$ cat src/rtl/complex_stream_requantizer.sv
// rtl/complex_stream_requantizer.sv - requantizes a wide complex AXI-Stream to a narrow one
// Stage 1 rounds/shifts/saturates on accept, stage 2 pushes into a small output FIFO.
module complex_stream_requantizer #(
  parameter int IN_WIDTH     = 32,
  parameter int OUT_WIDTH    = 16,
  parameter int SHIFT        = 16,
  parameter int ROUND        = 1,
  parameter int FIFO_DEPTH   = 4,
  parameter int BYTE_ALIGNED = 1,
  localparam int EFF_IN  = (BYTE_ALIGNED != 0) ? ((2*IN_WIDTH+15)/16)*16 : 2*IN_WIDTH,
  localparam int EFF_OUT = (BYTE_ALIGNED != 0) ? ((2*OUT_WIDTH+15)/16)*16 : 2*OUT_WIDTH
) (
  input  logic               aclk,
  input  logic               aresetn,
  input  logic [EFF_IN-1:0]  s_axis_tdata,
  input  logic               s_axis_tvalid,
  output logic               s_axis_tready,
  output logic [EFF_OUT-1:0] m_axis_tdata,
  output logic               m_axis_tvalid,
  input  logic               m_axis_tready,
  input  logic               clear_stats,
  output logic [15:0]        sat_count,
  output logic               overflow
);

  localparam int AW       = $clog2(FIFO_DEPTH);
  localparam int HALF_OUT = EFF_OUT / 2;
  localparam int RSH      = (SHIFT > 0) ? SHIFT - 1 : 0;
  localparam logic [IN_WIDTH:0] RND =
    (ROUND != 0 && SHIFT > 0) ? ((IN_WIDTH+1)'(1) << RSH) : '0;
  localparam logic signed [IN_WIDTH:0] MAXV =
    {{(IN_WIDTH-OUT_WIDTH+2){1'b0}}, {(OUT_WIDTH-1){1'b1}}};
  localparam logic signed [IN_WIDTH:0] MINV = ~MAXV;
  localparam logic [AW+1:0] DEPTH_L = (AW+2)'(FIFO_DEPTH);

  // Returns {clamped, value}; one extra bit of headroom keeps the rounding add from wrapping.
  function automatic logic [OUT_WIDTH:0] requant(input logic [IN_WIDTH-1:0] x);
    logic signed [IN_WIDTH:0] ext;
    logic signed [IN_WIDTH:0] sh;
    ext = $signed({x[IN_WIDTH-1], x}) + $signed(RND);
    sh  = ext >>> SHIFT;
    if (sh > MAXV)
      return {1'b1, MAXV[OUT_WIDTH-1:0]};
    else if (sh < MINV)
      return {1'b1, MINV[OUT_WIDTH-1:0]};
    else
      return {1'b0, sh[OUT_WIDTH-1:0]};
  endfunction

  logic [OUT_WIDTH:0]     q_re, q_im;
  logic [OUT_WIDTH-1:0]   pipe_re, pipe_im;
  logic                   pipe_valid;
  logic [2*OUT_WIDTH-1:0] mem [FIFO_DEPTH];
  logic [AW-1:0]          wr_ptr, rd_ptr;
  logic [AW:0]            count;
  logic [AW+1:0]          occupancy;
  logic [1:0]             n_sat;
  logic [16:0]            sat_sum;
  logic [2*OUT_WIDTH-1:0] head;
  logic                   fire, pop;

  assign q_re = requant(s_axis_tdata[IN_WIDTH-1:0]);
  assign q_im = requant(s_axis_tdata[EFF_IN/2+IN_WIDTH-1:EFF_IN/2]);

  // The pipe slot counts as occupied so an accepted sample always has a FIFO entry waiting.
  assign occupancy     = {1'b0, count} + (AW+2)'(pipe_valid);
  assign s_axis_tready = aresetn && (occupancy < DEPTH_L);
  assign fire          = s_axis_tvalid && s_axis_tready;

  assign m_axis_tvalid = (count != '0);
  assign pop           = m_axis_tvalid && m_axis_tready;
  assign head          = mem[rd_ptr];
  assign m_axis_tdata  = {HALF_OUT'($signed(head[2*OUT_WIDTH-1:OUT_WIDTH])),
                          HALF_OUT'($signed(head[OUT_WIDTH-1:0]))};

  assign n_sat   = {1'b0, q_re[OUT_WIDTH]} + {1'b0, q_im[OUT_WIDTH]};
  assign sat_sum = {1'b0, sat_count} + 17'(n_sat);

  always_ff @(posedge aclk) begin
    if (!aresetn) begin
      pipe_valid <= 1'b0;
      pipe_re    <= '0;
      pipe_im    <= '0;
      wr_ptr     <= '0;
      rd_ptr     <= '0;
      count      <= '0;
      sat_count  <= '0;
      overflow   <= 1'b0;
      for (int i = 0; i < FIFO_DEPTH; i++) mem[i] <= '0;
    end else begin
      pipe_valid <= fire;
      if (fire) begin
        pipe_re <= q_re[OUT_WIDTH-1:0];
        pipe_im <= q_im[OUT_WIDTH-1:0];
      end
      if (pipe_valid) begin
        mem[wr_ptr] <= {pipe_im, pipe_re};
        wr_ptr      <= wr_ptr + AW'(1);
      end
      if (pop) rd_ptr <= rd_ptr + AW'(1);
      case ({pipe_valid, pop})
        2'b10:   count <= count + (AW+1)'(1);
        2'b01:   count <= count - (AW+1)'(1);
        default: count <= count;
      endcase
      if (clear_stats) begin
        sat_count <= '0;
        overflow  <= 1'b0;
      end else if (fire && n_sat != 2'd0) begin
        sat_count <= sat_sum[16] ? 16'hFFFF : sat_sum[15:0];
        overflow  <= 1'b1;
      end
    end
  end

endmodule

$ cat config.mk
export PLATFORM = sky130hd
export DESIGN_NAME = complex_stream_requantizer
export DESIGN_NICKNAME = d
export VERILOG_FILES = /design/src/rtl/complex_stream_requantizer.sv
export SDC_FILE = /design/constraint.sdc
export NUM_CORES = 1
export LEC_CHECK = 0
export ABC_AREA = 1
export CORE_ASPECT_RATIO = 0.9
export CORE_MARGIN = 4
export CORE_UTILIZATION = 50
export DETAILED_ROUTE_END_ITERATION = 7
export GPL_ROUTABILITY_DRIVEN = 0
export PLACE_DENSITY = 0.79
export SLEW_MARGIN = 20
export SYNTH_ARGS = -nofsm -noshare
export SYNTH_HDL_FRONTEND = slang
export SYNTH_SLANG_ARGS = --single-unit
$ cat constraint.sdc
create_clock -name aclk -period 4 [get_ports aclk]
set_clock_uncertainty 0.2 [all_clocks]
set_input_delay 0.4 -clock aclk [delete_from_list [all_inputs] [get_ports aclk]]
set_output_delay 0.4 -clock aclk [all_outputs]
set_load 0.005 [all_outputs]
==> results of run 1 <==
[synth_stat cells (5+ instances only)]
cell and count:
a31oi_1 7, o21ai_0 96, nor2_1 246, inv_2 7, inv_1 144, ha_1 7, a21oi_2 7, nand3_1 39
edfxtp_1 128, nand2_2 6, o22ai_1 32, xnor2_1 11, nor3_1 5, clkbuf_1 33, dfxtp_1 59, nand2_1 132
xor2_1 12, nor2_4 5, a21oi_1 44, nand4_1 6, nor2_2 6
[final cells by class]
type                    count  area [um2]
clock buffers              17         425
clock inverters            15         159
fillers                  1458        6750
inverters                 152         571
multi-input cells         688        3390
flip-flops and latches    187        5030
well taps                 240         300
repair buffers            125        1160
[registers in the layout (all words and copies together) (netlist names), 2 cells and up, named ones only]
name and count:
rd_ptr 2, wr_ptr 2, pipe_re 16, sat_count 16
count 3, pipe_im 16, mem 128
[power by group]
part	switching, mW	internal [mW]
combinational	0.796	0.596
clock	0.737	0.931
sequential	0.0660	2.24
total	1.60	3.76
[critical path, delay by kind of cell]
kind	cells	cell delay (ps)
and+or+nand+nor	10	1280
adders and majority gates	4	1020
AOI/OAI and AO/OA	3	350
buffers and inverters	5	830
[per-layer routing]
layer | track usage (%) | vias up | wire, um
met1 | 29.0 | 3523 | 9440
met5 | 0 | - | 0
li1 | - | 3704 | -
met2 | 35.9 | 241 | 10500
met3 | 5.10 | 23 | 1550
met4 | 5.79 | 0 | 253
[through the flow]
step	worst slack [ps]	area [um2]
finish	290	11000
global placement	-11.1	10400
floorplan	110	9170
detailed placement	-97.1	10400
global route	-1.78	11000
CTS	310	11000
[cells by family after synthesis]
group | after synthesis | synth area share [%]
AND/OR/NAND/NOR | 461 | 21.5
XOR/XNOR | 23 | 2.20
adder cells (fa/ha/maj) | 9 | 1.39
flip-flops | 187 | 54.8
AO/OA/AOI/OAI | 195 | 11.8
buffers and inverters | 197 | 8.33
[how the worst max path moves through the flow]
stage          slack (ps)              from  cells past startpoint            to
2_1_floorplan         110           aresetn                      4     mem[3][0]
3_3_place_gp          -10  s_axis_tdata[15]                     22  sat_count[2]
3_5_place_dp         -100  s_axis_tdata[47]                     22  sat_count[3]
4_1_cts               310  s_axis_tdata[47]                     22  sat_count[3]
5_1_grt                -2  s_axis_tdata[16]                     22  sat_count[9]
6_report              290  s_axis_tdata[47]                     22  sat_count[3]
==> flow_summary_export.csv, run 1 <==
group,metric,value,unit
route,drc_errors,0,
timing,setup_viol,0,
setup_path,crit_fanout,7,
route,drt_iter0_drc,643,
grt,antenna_found_initial,0,
clock_tree,clock_latency,420,ps
timing,period_needed,3710,ps
timing,timing.hold.ws,269,ps
synth,synth_seq_area_share,54.8,%
outcome,status,"complete, no violations",
clock_tree,cts_tree,"done",
grt,grt_use_total,21.8,%
setup_path,crit_chain,"clkdlybuf4s50_1, ha_1, nand3_1, inv_2, nand2_1, nor2_1, nand3_1, inv_1, nand2_1, o21ai_0, a21oi_1, ha_1, ha_1, inv_1, fa_1, inv_1, nand2_1, nor3_4, nand2_2, nor2_4, nand3_4, a31oi_1",
route,drt-wirelength-per-cell,15.3,um
layout,drive_gt1_share,9.54,%
clock_tree,cts_setup_buffers,0,
synth,synth_seq_cells,187,
floorplan,io-pin-count,120,
grt,overflow,0,
route,vias,7491,
floorplan,die_y,136,um
synth,async_flop_share,0,%
layout,area_growth,20.3,%
setup_path,cp-start-kind,"input port",
clock_tree,cts_buffers,17,
layout,nNetsFinal,1249,
timing,rsz0062_at_grt,"true",
timing,final_max_slew_viol_count,0,
timing,final.setup.tns,0,ps
synth,yosys_warnings,0,
synth,synth_area_leaders,"edfxtp_1, dfxtp_1, nor2_1",
synth,synth_area,9170,um2
hold_path,hold_path.class,"reg2reg",
setup_path,reg2reg_slack,1700,ps
route,vias_per_cell,5.26,
floorplan,die_w,151,um
synth,ys_types,41,
floorplan,rows,46,
clock_tree,cts.sinks,187,
timing,finalCritPeriodShare,92.7,%
setup_path,ff2ff_path_depth,10,
synth,avgSynthCellArea,8.55,um2
layout,final_common_cell,"nor2_1",
clock_tree,root_buffer,"clkbuf_16",
hold_path,whs_path_depth,1,
layout,layout.cells.non_filler,1424,
setup_path,r2r_end,"sat_count[3]",
setup_path,worst_ep_required_time,4150,ps
power_and_ir_drop,p_leak,4.18,nW
synth,synth.top_cell.area_share,41.9,%
timing,worst_pin_slew,806,ps
layout,antennaDiodeCount,0,
grt,grt_max_degree,65,
clock_tree,cts_resized,0,
hold_path,hp-start,"rd_ptr[0]",
layout,final_cell_mix,"nor2_1, inv_1, nand2_1, edfxtp_1, o21ai_0",
synth,postSynthCellCount,1072,
setup_path,critPathArrivalTime,3860,ps
clock_tree,clk_pin_slew,70,ps
power_and_ir_drop,powerDensity,486,nW/um2
grt,grt_pass1_wl,35400,um
place,dp_hpwl,14000,um
timing,hold_viol_final,0,
power_and_ir_drop,p_total,5.36,mW
setup_path,cp_slowest_cell,"clkdlybuf4s50_1",
timing,maxSlewHeadroom,46.2,%
route,postRouteAntennaNets,0,
floorplan,initial_utilization,51.5,%
synth,ys.flop_type,"edfxtp_1",
clock_tree,clk_path_buf_depth,2,
clock_tree,ctsHoldBuffers,0,
power_and_ir_drop,peakVddDrop,0.000350,V
clock_tree,htree_levels,4,
grt,grt_pass1_vias,7237,
synth,syn_nets,1150,
route,drt_wl_total,21800,um
setup_path,critical_path_class,"in2reg",
flow_run,cap_violations,0,
floorplan,core,17800,um2
setup_path,max_stage_delay,520,ps
layout,postLayoutCoreUtil,62.0,%
floorplan,dieArea,20600,um2
setup_path,crit_path_end_kind,"flip-flop",
setup_path,reg2reg_from,"sat_count[0]",
timing,max_freq,270,MHz
place,dp_cells,1392,
place,port_buffers,89,
route,dr.pass1.iters,5,
synth,synth_edf_count,128,
synth,synth_area_leader_cell,"edfxtp_1",
Power figures use the tool's default switching activity.
==> run 2: changes to the inputs <==
--- a/config.mk
+++ b/config.mk
@@ -6,12 +6,11 @@
 export NUM_CORES = 1
 export LEC_CHECK = 0
 export ABC_AREA = 1
-export CORE_ASPECT_RATIO = 0.9
 export CORE_MARGIN = 4
 export CORE_UTILIZATION = 50
 export DETAILED_ROUTE_END_ITERATION = 7
 export GPL_ROUTABILITY_DRIVEN = 0
-export PLACE_DENSITY = 0.79
+export PLACE_DENSITY = 0.76
 export SLEW_MARGIN = 20
 export SYNTH_ARGS = -nofsm -noshare
 export SYNTH_HDL_FRONTEND = slang
==> constraint.sdc (replaced) <==
create_clock -name aclk -period 3.5 [get_ports aclk]
set_clock_uncertainty 0.2 [all_clocks]
set_input_delay 0.35 -clock aclk [delete_from_list [all_inputs] [get_ports aclk]]
set_output_delay 0.35 -clock aclk [all_outputs]
set_load 0.005 [all_outputs]
==> run 2 against run 1 <==
First-iteration DRC count shrank 17%. Worst hold slack got worse by 60 ps. Register-to-register slack worse by 460 ps. Core utilization increased by 2.3 points. Clock power is 4% higher. Sequential power up 14%. Global-route usage hardly changed. Critical path type unchanged. Critical endpoint is now sat_count[14]. Largest power group unchanged.
==> flow_summary_export.csv, run 2 (synthesis gave the netlist of run 1 again) <==
group,metric,value,unit
outcome,status,"complete, no violations",
clock_tree,root_buffer,"clkbuf_16",
layout,nNetsFinal,1313,
floorplan,io-pin-count,120,
setup_path,crit_fanout,3,
floorplan,die_w,143,um
floorplan,core,18000,um2
timing,max_freq,295,MHz
timing,period_needed,3390,ps
route,vias_per_cell,5.22,
floorplan,initial_utilization,50.9,%
setup_path,cp-start-kind,"input port",
clock_tree,cts_tree,"done",
grt,grt_pass1_vias,7492,
setup_path,critPathArrivalTime,3480,ps
clock_tree,htree_levels,4,
setup_path,critical_path_class,"in2reg",
clock_tree,clock_latency,430,ps
layout,largest_reg_flops,128,
clock_tree,clk_path_buf_depth,2,
route,postRouteAntennaNets,0,
layout,drive_gt1_share,15.7,%
timing,setup_viol,0,
route,drt_iter0_drc,536,
layout,largest_register,"mem",
hold_path,hold_path.class,"in2reg",
grt,grt_max_degree,65,
setup_path,crit_path_end_kind,"flip-flop",
layout,antennaDiodeCount,0,
route,drt_wl_total,22100,um
timing,hold_viol_final,0,
timing,timing.hold.ws,209,ps
place,dp_slack,-609,ps
timing,final.setup.worst_slack,111,ps
power_and_ir_drop,powerDensity,518,nW/um2
floorplan,dieArea,20600,um2
setup_path,worst_ep_required_time,3590,ps
layout,postLayoutCoreUtil,64.3,%
layout,fillers,1476,
timing,maxSlewHeadroom,43.0,%
power_and_ir_drop,p_leak,4.63,nW
place,dp_hpwl,14400,um
layout,area_growth,26.5,%
layout,final_cell_mix,"nor2_1, inv_1, nand2_1, edfxtp_1, buf_4",
grt,antenna_found_initial,1,
route,drc_errors,0,
route,drt-wirelength-per-cell,14.9,um
clock_tree,cts.sinks,187,
grt,grt_pass1_wl,35700,um
route,vias,7711,
clock_tree,cts_buffers,17,
clock_tree,clk_pin_slew,70,ps
timing,finalCritPeriodShare,96.8,%
timing,final_max_slew_viol_count,0,
place,port_buffers,89,
floorplan,rows,49,
floorplan,die_y,143,um
grt,overflow,0,
timing,worst_pin_slew,849,ps
flow_run,cap_violations,0,
route,dr.pass1.iters,5,
power_and_ir_drop,peakVddDrop,0.000425,V
layout,final_common_cell,"nor2_1",
grt,grt_use_total,21.7,%
## run 2: cell types whose count changed in the layout (fill, tap and decap cells not counted), moves of 4 or more
cell and delta:
buf_4 +63, clkdlybuf4s50_1 -19, dlymetal6s2s_1 +17, nand3_1 -4, clkinv_1 +5, nor2_1 -4
nand3_2 +4, nand2_2 +4, nand2_1 -4
## run 2: per-layer routing
| metal | routed length [um] | track usage, % | vias to the layer above | share of wire, % |
|---|---|---|---|---|
| met5 | 13 | 0 | - | 0.059 |
| met4 | 414 | 6.69 | 2 | 1.9 |
| met3 | 1330 | 4.46 | 38 | 6.0 |
| met2 | 10900 | 37.0 | 236 | 49 |
| met1 | 9440 | 28.1 | 3605 | 43 |
| li1 | - | - | 3830 | - |
## run 2: worst max-delay path, stage by stage
cell             delay, ps
clkdlybuf4s50_1        500
nand2_1                100
nor2_2                 160
inv_1                   70
nor2_2                 120
nand3_2                110
inv_2                   70
nand2_1                 50
o21ai_1                 90
a21oi_2                 80
ha_1                   290
ha_2                   170
inv_1                   60
fa_2                   340
inv_2                   70
nand2_2                 70
nor3_4                 210
buf_4                  150
buf_4                   90
nand3_1                 80
o21ai_1                140
a21oi_1                 80
## run 2: final timing paths
check	from	to	slack (ps)	depth (start not counted)
worst max-delay path	s_axis_tdata[55]	sat_count[14]	110	22
worst min-delay path	s_axis_tdata[53]	pipe_im[5]	210	6
worst max register to register	sat_count[0]	sat_count[14]	1240	11
worst min register to register	rd_ptr[1]	rd_ptr[1]	270	2
## run 2: report_power, final
part	switching (mW)	internal [mW]	total, mW
registers	0.0671	2.56	2.62
clock network	0.824	0.907	1.73
logic	0.922	0.730	1.65
total	1.81	4.19	6.01
## run 2: timing repair
action | 4_1_cts | 5_1_grt
gates resized for setup | 14 | 35
pin swaps | 11 | 21
endpoints found under the setup margin | 13 | 16
buffers inserted | 12 | 5
hold buffers | 0 | 0
## run 2: area by class of cell
class | instances | area [um2] | area share (%)
sequential | 187 | 5030 | 43.3
multi-input combinational | 688 | 3490 | 30.1
timing repair buffer | 189 | 1690 | 14.6
inverter | 152 | 571 | 4.92
clock buffer | 17 | 425 | 3.67
tap | 229 | 287 | 2.47
clock inverter | 15 | 100 | 0.863
## run 2: through the flow
step	std cells	power (mW)	setup TNS, ps	cell area (um2)
6_report	1477	6.01	0	11600
3_5_place_dp	1428	4.32	-8400	10800
5_1_grt	1477	6.30	-195	11600
4_1_cts	1472	6.03	0	11500
2_1_floorplan	1072	3.51	0	9170
3_3_place_gp	1428	4.27	-5540	10800
==> run 3: changes to the inputs <==
--- a/config.mk
+++ b/config.mk
@@ -7,10 +7,11 @@
 export LEC_CHECK = 0
 export ABC_AREA = 1
 export CORE_MARGIN = 4
-export CORE_UTILIZATION = 50
+export CORE_UTILIZATION = 45
 export DETAILED_ROUTE_END_ITERATION = 7
 export GPL_ROUTABILITY_DRIVEN = 0
-export PLACE_DENSITY = 0.76
+export PLACE_DENSITY = 0.7
+export SKIP_CTS_REPAIR_TIMING = 1
 export SLEW_MARGIN = 20
 export SYNTH_ARGS = -nofsm -noshare
 export SYNTH_HDL_FRONTEND = slang
==> run 3 against run 2 <==
Combinational power is essentially flat. Critical path depth down 1. Wire length shrank 0.44%. Cell area fell by 0.52%. First-iteration DRC count down 12%. Core utilization shrank 5.8 points. Register-to-register slack improved by 60 ps. Via count is 2.1% lower. Clock power rose by 5%. Global-route usage decreased by 2.0 points.
==> flow_summary_export.csv, run 3 (synthesis gave the netlist of run 1 again) <==
group,metric,value,unit
route,dr.pass1.iters,5,
place,port_buffers,89,
hold_path,hp-start,"pipe_im[0]",
timing,hold_viol_final,0,
hold_path,hold_path.class,"reg2reg",
layout,fillers,1718,
setup_path,critPathArrivalTime,3480,ps
layout,largest_register,"mem",
setup_path,r2r_end,"sat_count[7]",
layout,final_common_cell,"nor2_1",
place,dp_slack,-514,ps
floorplan,die_y,151,um
clock_tree,cts_buffers,17,
grt,antenna_found_initial,0,
grt,grt_pass1_wl,35800,um
route,drt_wl_total,22000,um
route,postRouteAntennaNets,0,
grt,overflow,0,
timing,setup_viol,0,
layout,drive_gt1_share,14.9,%
power_and_ir_drop,power_switching,1.86,mW
hold_path,whs_path_depth,2,
timing,finalCritPeriodShare,95.2,%
timing,worst_pin_slew,624,ps
timing,max_freq,300,MHz
layout,final_cell_mix,"nor2_1, inv_1, nand2_1, edfxtp_1, o21ai_0",
grt,grt_pass1_vias,7180,
power_and_ir_drop,switching_share,30.6,%
power_and_ir_drop,combPwrFrac,26.9,%
timing,timing.hold.ws,269,ps
power_and_ir_drop,p_seq_share,43.2,%
power_and_ir_drop,p_leak,4.46,nW
grt,grt_max_degree,65,
layout,nNetsFinal,1304,
setup_path,critical_path_class,"in2reg",
setup_path,reg2reg_from,"sat_count[0]",
power_and_ir_drop,p_clk_share,29.9,%
layout,area_growth,25.8,%
layout,largest_reg_flops,128,
floorplan,core,19700,um2
timing,maxSlewHeadroom,58.1,%
setup_path,reg2reg_slack,1300,ps
clock_tree,clk_pin_slew,80,ps
grt,grt_use_total,19.7,%
layout,antennaDiodeCount,0,
route,vias_per_cell,5.02,
power_and_ir_drop,peakVddDrop,0.000370,V
clock_tree,cts_tree,"done",
power_and_ir_drop,internal_power,4.22,mW
layout,multi_input_area,3450,um2
place,dp_hpwl,14400,um
outcome,status,"complete, no violations",
clock_tree,cts.sinks,187,
route,vias,7548,
setup_path,worst_ep_required_time,3650,ps
setup_path,cp-start-kind,"input port",
timing,period_needed,3330,ps
floorplan,die_w,151,um
floorplan,rows,51,
route,drc_errors,0,
layout,regArea,5030,um2
flow_run,cap_violations,0,
clock_tree,htree_levels,4,
clock_tree,clk_path_buf_depth,2,
setup_path,crit_path_end_kind,"flip-flop",
floorplan,dieArea,22700,um2
floorplan,io-pin-count,120,
route,drt_iter0_drc,471,
route,drt-wirelength-per-cell,14.6,um
layout,final_area,11500,um2
place,postPlaceCellArea,10800,um2
setup_path,crit_fanout,7,
clock_tree,clock_latency,420,ps
timing,final.setup.worst_slack,169,ps
power_and_ir_drop,powerDensity,527,nW/um2
clock_tree,root_buffer,"clkbuf_16",
setup_path,ff2ff_path_depth,10,
floorplan,initial_utilization,46.5,%
hold_path,holdPathEnd,"pipe_im[0]",
timing,final_max_slew_viol_count,0,
[run 3: changes by cell type in the layout (fill, tap and decap cells not counted), sizes merged]
cell,before,now
buf,100,91
clkdlybuf4s50,70,84
inv,155,159
dlymetal6s2s,17,5
clkinvlp,1,5
dlygate4sd2,2,0
clkinv,11,3
[run 3: worst max-delay path by stage]
stage | start | end | slack (ps) | depth (start not counted)
detailed placement | s_axis_tdata[15] | sat_count[6] | -510 | 22
global placement | s_axis_tdata[16] | sat_count[2] | -420 | 22
global route | s_axis_tdata[51] | sat_count[10] | -70 | 21
floorplan | s_axis_tdata[15] | sat_count[2] | 140 | 19
CTS | s_axis_tdata[15] | sat_count[2] | -90 | 22
finish | s_axis_tdata[52] | sat_count[7] | 170 | 21
[run 3: area by class of cell]
type                    instances  area share, %
multi-input cells             688           29.9
repair buffers                180           13.9
inverters                     152           4.95
clock buffers                  17           3.69
clock inverters                15           1.15
well taps                     265           2.87
flip-flops and latches        187           43.6
[run 3: worst max-delay path, cell delays in order]
cell             delay (ps)
clkdlybuf4s50_1         480
nand2_1                  80
nor2_2                  110
nand2_1                 100
nor2_2                  160
buf_4                   130
nand2_1                  60
inv_1                    60
o21ai_0                  60
a21oi_1                 220
ha_1                    170
ha_1                    150
inv_1                    70
fa_2                    340
inv_2                    70
nand2_2                  70
nor3_4                  170
nand2_2                 140
nor2_4                  170
nand3_4                 130
a31oi_1                 180
[run 3: metal layers]
metal	GRT usage, %	share of wire [%]	up-vias
li1	-	-	3813
met1	26.3	43	3511
met2	33.0	49	204
met3	4.39	6.2	20
met4	4.49	1.0	0
met5	0	0	-
[run 3: metrics by stage]
step / setup TNS, ps / cells / power (mW) / utilization (%)
detailed placement: -7240 / 1463 / 4.32 / 55.0
CTS: -585 / 1495 / 6.12 / 57.8
floorplan: 0 / 1072 / 3.51 / -
global placement: -5850 / 1463 / 4.28 / 55.0
finish: 0 / 1504 / 6.08 / 58.5
global route: -194 / 1504 / 6.41 / 58.5
[run 3: power by group through the flow]
| stage | Clock [mW] | Sequential [mW] | Combinational, mW |
|---|---|---|---|
| 2_1_floorplan | 0 | 2.66 | 0.852 |
| 3_3_place_gp | 0 | 2.67 | 1.62 |
| 5_1_grt | 1.95 | 2.64 | 1.82 |
| 4_1_cts | 1.85 | 2.62 | 1.65 |
| 6_report | 1.82 | 2.62 | 1.64 |
| 3_5_place_dp | 0 | 2.67 | 1.64 |
